**src/rtl/nios_cpu_oci_dct_sequencer.sv**
```systemverilog
// Nios II OCI debug-trace compression sequencer.
// Packs 2-bit trace atoms into a 30-bit word, hands full and partial words to
// the on-chip trace RAM over a valid/ready port, and runs the end-of-test flush.
module nios_cpu_oci_dct_sequencer #(
    parameter int TRACE_ADDR_W   = 7,
    parameter int ATOMS_PER_WORD = 15
) (
    input  logic                    clk,
    input  logic                    reset,
    input  logic                    trace_enable,
    input  logic                    flush_req,
    input  logic                    atom_valid,
    input  logic [1:0]              atom,
    output logic                    atom_ready,
    output logic                    tw_valid,
    input  logic                    tw_ready,
    output logic [33:0]             tw_data,
    output logic [TRACE_ADDR_W-1:0] tw_addr,
    output logic                    wrapped,
    output logic [29:0]             dct_buffer,
    output logic [3:0]              dct_count,
    output logic                    test_ending,
    output logic                    test_has_ended
);

    typedef enum logic [1:0] {
        ST_IDLE  = 2'd0,
        ST_RUN   = 2'd1,
        ST_FLUSH = 2'd2,
        ST_DONE  = 2'd3
    } state_t;

    // Count stamped on a full word, and the count at which the next accept fills it.
    localparam logic [3:0] CNT_FULL = 4'(ATOMS_PER_WORD);
    localparam logic [3:0] CNT_LAST = 4'(ATOMS_PER_WORD - 1);

    state_t                  state_q, state_d;
    logic [29:0]             buf_q, buf_d;
    logic [3:0]              cnt_q, cnt_d;
    logic                    tw_valid_q, tw_valid_d;
    logic [33:0]             tw_data_q, tw_data_d;
    logic [TRACE_ADDR_W-1:0] tw_addr_q, tw_addr_d;
    logic                    wrapped_q, wrapped_d;
    logic                    test_ending_q, test_ending_d;
    logic                    test_has_ended_q, test_has_ended_d;

    logic                    atom_ready_w;
    logic                    accept;
    logic                    tw_fire;
    logic                    load;
    logic [33:0]             load_data;
    logic [29:0]             shifted;

    // Next-state logic: packing, write handshake, address/wrap tracking and flush sequencing.
    always_comb begin
        state_d          = state_q;
        buf_d            = buf_q;
        cnt_d            = cnt_q;
        tw_valid_d       = tw_valid_q;
        tw_data_d        = tw_data_q;
        tw_addr_d        = tw_addr_q;
        wrapped_d        = wrapped_q;
        load             = 1'b0;
        load_data        = '0;

        // Stall the atom that would complete a word while the previous word is
        // still pending, regardless of tw_ready, so the ready path has no
        // combinational dependence on the RAM side.
        atom_ready_w     = (state_q == ST_RUN) && !(tw_valid_q && (cnt_q == CNT_LAST));
        accept           = atom_valid && atom_ready_w;
        tw_fire          = tw_valid_q && tw_ready;
        shifted          = {buf_q[27:0], atom};

        if (tw_fire) begin
            tw_valid_d = 1'b0;
            tw_addr_d  = tw_addr_q + 1'b1;
            if (tw_addr_q == '1) begin
                wrapped_d = 1'b1;
            end
        end

        case (state_q)
            ST_IDLE: begin
                buf_d = '0;
                cnt_d = '0;
                if (trace_enable) begin
                    state_d = ST_RUN;
                end
            end
            ST_RUN: begin
                // The atom taken in the cycle that ends tracing is still packed.
                if (accept) begin
                    if (cnt_q == CNT_LAST) begin
                        load      = 1'b1;
                        load_data = {CNT_FULL, shifted};
                        buf_d     = '0;
                        cnt_d     = '0;
                    end else begin
                        buf_d = shifted;
                        cnt_d = cnt_q + 4'd1;
                    end
                end
                if (flush_req || !trace_enable) begin
                    state_d = ST_FLUSH;
                end
            end
            ST_FLUSH: begin
                if (!tw_valid_q) begin
                    if (cnt_q != 4'd0) begin
                        // Buffer was shifted up from zero, so unused upper bits are already 0.
                        load      = 1'b1;
                        load_data = {cnt_q, buf_q};
                        buf_d     = '0;
                        cnt_d     = '0;
                    end else begin
                        state_d = ST_DONE;
                    end
                end else if (tw_fire && (cnt_q == 4'd0)) begin
                    state_d = ST_DONE;
                end
            end
            ST_DONE: begin
                buf_d = '0;
                cnt_d = '0;
                if (!trace_enable) begin
                    state_d = ST_IDLE;
                end
            end
            default: begin
                state_d = ST_IDLE;
            end
        endcase

        // A freshly loaded word wins over the acceptance of the previous one.
        if (load) begin
            tw_valid_d = 1'b1;
            tw_data_d  = load_data;
        end

        test_ending_d    = (state_d == ST_FLUSH);
        test_has_ended_d = (state_d == ST_DONE);
    end

    // State and output registers; reset discards any pending word outright.
    always_ff @(posedge clk or posedge reset) begin
        if (reset) begin
            state_q          <= ST_IDLE;
            buf_q            <= '0;
            cnt_q            <= '0;
            tw_valid_q       <= 1'b0;
            tw_data_q        <= '0;
            tw_addr_q        <= '0;
            wrapped_q        <= 1'b0;
            test_ending_q    <= 1'b0;
            test_has_ended_q <= 1'b0;
        end else begin
            state_q          <= state_d;
            buf_q            <= buf_d;
            cnt_q            <= cnt_d;
            tw_valid_q       <= tw_valid_d;
            tw_data_q        <= tw_data_d;
            tw_addr_q        <= tw_addr_d;
            wrapped_q        <= wrapped_d;
            test_ending_q    <= test_ending_d;
            test_has_ended_q <= test_has_ended_d;
        end
    end

    assign atom_ready     = atom_ready_w;
    assign tw_valid       = tw_valid_q;
    assign tw_data        = tw_data_q;
    assign tw_addr        = tw_addr_q;
    assign wrapped        = wrapped_q;
    assign dct_buffer     = buf_q;
    assign dct_count      = cnt_q;
    assign test_ending    = test_ending_q;
    assign test_has_ended = test_has_ended_q;

endmodule
```
**config.mk**
```make
export PLATFORM = sky130hd
export DESIGN_NAME = nios_cpu_oci_dct_sequencer
export DESIGN_NICKNAME = d
export VERILOG_FILES = /design/src/rtl/nios_cpu_oci_dct_sequencer.sv
export SDC_FILE = /design/constraint.sdc
export NUM_CORES = 1
export LEC_CHECK = 0
export BUFFER_PORTS_ARGS = -buffer_cell sky130_fd_sc_hd__buf_2
export CAP_MARGIN = 10
export CORE_UTILIZATION = 48
export DETAILED_ROUTE_END_ITERATION = 10
export HOLD_SLACK_MARGIN = 0.08
export PLACE_DENSITY = 0.79
export SETUP_SLACK_MARGIN = 0.4
export SLEW_MARGIN = 20
export SYNTH_ARGS = -nofsm -noshare
export SYNTH_HDL_FRONTEND = slang
export SYNTH_SLANG_ARGS = --single-unit
```
**constraint.sdc**
```tcl
create_clock -name clk -period 2.6 [get_ports clk]
set_input_delay 0.52 -clock clk [delete_from_list [all_inputs] [get_ports clk]]
set_output_delay 0.52 -clock clk [all_outputs]
set_load 0.01 [all_outputs]
```
==> results_dict.tcl <==
set metrics [dict create \
    postLayoutSetupSlackWorst_ns 0.454 \
    report.power.total_mw 3.66 \
    clkSinkCount 81 \
    synth_sequential_area_ratio_pct 54.9 \
    finalCriticalPeriod_ns 2.15 \
    max_slew.worst_pin.slew_ns 0.628 \
    dr_total_vias 2993 \
    leakagePower_nw 2.28 \
    max-clock-path-buffers 2 \
    synth.ff_latch_count 81 \
    ys.flop_type "dfrtp_1" \
    setup.worst_path.class "reg2out" \
    max_cap_violations 0 \
    seqCellArea_um2 2030 \
    timing.critical_path.arrival_ns 1.63 \
    initial_utilization_pct 50.3 \
    synthDominantCellAreaShare_pct 54.9 \
    cts.root.buffer_cell "clkbuf_8" \
    setup-tns-final_ns 0 \
    detail-route-antenna-nets 0 \
    globalplace.congestion 0.884 \
    synthMostInstantiatedCell "dfrtp_1" \
    worstPathBufferInverterCount 2 \
    fp.dieArea_um2 8040 \
    viasPerCell 5.59 \
    power_density_nw_per_um2 831 \
    postSynthCellCount 347 \
    first_global_vias 2741 \
    maximum_clock_frequency_mhz 466 \
    layout_worst_path_cycle_share_pct 82.5 \
    drt_drc_violations_left 0 \
    path_cells "inv_1, ha_1, nand3_4, o21a_1, buf_2" \
    switching_share_of_power_pct 41.4 \
    synth_edf_count 0 \
    timing.critical_path.required_ns 2.08 \
    dp.cells 518 \
    routed_wl_um 8380 \
    peakVddDrop_v 0.000610 \
    timing.final.hold_violations 0 \
    worst_hold_slack_ns 0.240 \
    insertedDiodeCount 0 \
    netlist_top_cells_area "dfrtp_1 55%, a22o_1 14%, nand2_1 6.8%" \
    final_nets 448 \
    syn-num-nets 364 \
    boundary_pin_count 88 \
    power.switching_mw 1.51 \
    synth_top_cells_by_count "81 x dfrtp_1, 67 x nand2_1, 58 x a22o_1" \
    die_height_um 89.7 \
    post_place_worst_slack_ns 0.517 \
    clock_network_power_share_pct 22.9 \
    hp-class "in2async" \
    grt_setup_unrepaired "yes" \
    floorplan.rows 31 \
    seqPwrFrac_pct 41.8 \
    ys.warnings.count 0 \
    die_w_um 89.7 \
    synth_top_area_cell "dfrtp_1" \
    timing.critical_path.slowest_stage_cell "dfrtp_1" \
    postSynth.asyncResetShare_pct 100 \
    slowest_delay_ns 0.45 \
    layout-area-overhead-vs-synth_pct 19.3 \
    htree_num_levels 3 \
    timing.critical_path.fanout_max 7 \
    core-area_um2 7330 \
    first_iter_violations 125 \
    number_of_pins_exceeding_their_max_slew_limit_in_the_final_report 0 \
    power_report.internal_total_mw 2.14 \
    clkTransAtPathRegs_ns 0.08 \
    globalRoute.totalOverflow 0 \
    critical_path_cell_count 5 \
    place_hpwl_um 5710 \
    layout-drive-gt1-share_pct 28.0 \
    run_status "completed" \
    relSlewSlack_pct 58.0 \
    multi_input_area_um2 1490 \
    comb_power_share_pct 35.3 \
    worstSetupStartpointType "flip-flop" \
    tritoncts "yes" \
    finClkSkew_ns 0.0124 \
    cts_made_buffers 9 \
    final-setup-viol-count 0 \
    grt_start_max_net_pins 56 \
    port-buffer-count 87 \
    grt_first_pass_wirelength_um 13700 \
    firstDrtPassIters 4 \
    path_delay_family "flip-flops" \
    wl_per_cell_um 15.7 \
    netlist-cell-type-count 38 \
    critPathCaptureType "output port" \
    timing.reg2reg.worst_path_depth 7 \
    per_instance_average_area_after_synthesis_um2 10.6 \
    clock_latency_ns 0.36 \
    postCtsHoldBufs 0 \
    synth.cell_area_um2 3690 \
    finish.cell_count_without_fillers 535 \
    grt_antenna_before_repair 0 \
    grt_use_total_pct 22.8 \
    fillers 627 \
]
power groups by stage:
| stage | clock network, mW | logic (mW) | registers (mW) |
|---|---|---|---|
| 6_report | 0.837 | 1.29 | 1.53 |
| 4_1_cts | 0.862 | 1.28 | 1.53 |
| 2_1_floorplan | 0 | 0.886 | 1.56 |
| 3_5_place_dp | 0 | 1.28 | 1.55 |
| 5_1_grt | 0.919 | 1.44 | 1.55 |
| 3_3_place_gp | 0 | 1.23 | 1.54 |
per-stage QoR:
step,area [µm²],utilization (%)
CTS,4390,59.8
global placement,4210,57.4
floorplan,3690,-
finish,4400,60.1
global route,4400,60.1
detailed placement,4210,57.4
worst reg2reg max path, stage by stage, from the launching register on:
cell     delay [ns]
dfrtp_1        0.45
inv_1          0.12
ha_1           0.19
nor3b_1        0.26
and2b_1        0.26
buf_4          0.25
a32o_1         0.25
a22o_1         0.17
cell families after synthesis:
family                   after synthesis  share of synthesized area [%]
AND/OR/NAND/NOR                       95                           11.5
adder cells (fa/ha/maj)                9                           3.05
AO/OA/AOI/OAI                        114                           22.8
flip-flops                            81                           54.9
XOR/XNOR                               6                           1.42
buffers and inverters                 37                           4.88
multiplexers                           5                           1.46
layer usage:
metal | up-vias | share of wire (%) | GRT usage, %
li1 | 1400 | - | -
met1 | 1498 | 47 | 31.7
met2 | 85 | 46 | 35.1
met3 | 10 | 5.2 | 5.03
met4 | 0 | 1.7 | 8.80
met5 | - | 0 | 0
sequential cells by signal, summed over array words and instances (netlist names):
name and cells:
tw_data 34, dct_buffer 30, tw_addr 7, dct_count 4
state_q 2, test_ending 1, test_has_ended 1, tw_valid 1
wrapped 1
final timing paths:
path                              startpoint  slack (ns)              to
worst max-delay path            dct_count[0]        0.45      atom_ready
min in group clk                    tw_ready        0.43        tw_valid
worst max register to register  dct_count[0]        0.55      tw_data[1]
max in group asynchronous              reset        1.70      tw_data[2]
worst min-delay path                   reset        0.24  dct_buffer[24]
worst min register to register       wrapped        0.46         wrapped
cells in the final DEF (no fill, tap or decap), drive strengths merged, types with 2 or more instances in the layout:
master	Yosys	final
a21o	3	3
a21oi	5	5
nor2	7	7
o21a	3	3
inv	12	13
o22ai	2	2
dfrtp	81	81
nand2	67	67
nand3	8	8
nand2b	4	4
ha	9	9
mux2i	2	2
clkbuf	12	9
a22o	58	58
clkinv	0	4
a32o	2	2
buf	13	98
xor2	3	3
clkinvlp	0	2
o21ai	37	37
mux2	3	3
xnor2	3	3
timing repair:
item	CTS	global route
setup endpoints to repair	0	57
buffers inserted	0	1
gates resized for setup	0	2
final cells by class:
| class | count | area share, % |
|---|---|---|
| Tap cell | 99 | 2.81 |
| Clock inverter | 7 | 1.25 |
| Clock buffer | 9 | 2.81 |
| Timing Repair Buffer | 98 | 12.0 |
| Sequential cell | 81 | 46.0 |
| Inverter | 12 | 1.11 |
| Multi-Input combinational cell | 229 | 33.9 |
No activity file was read; power rests on OpenSTA's default activity.
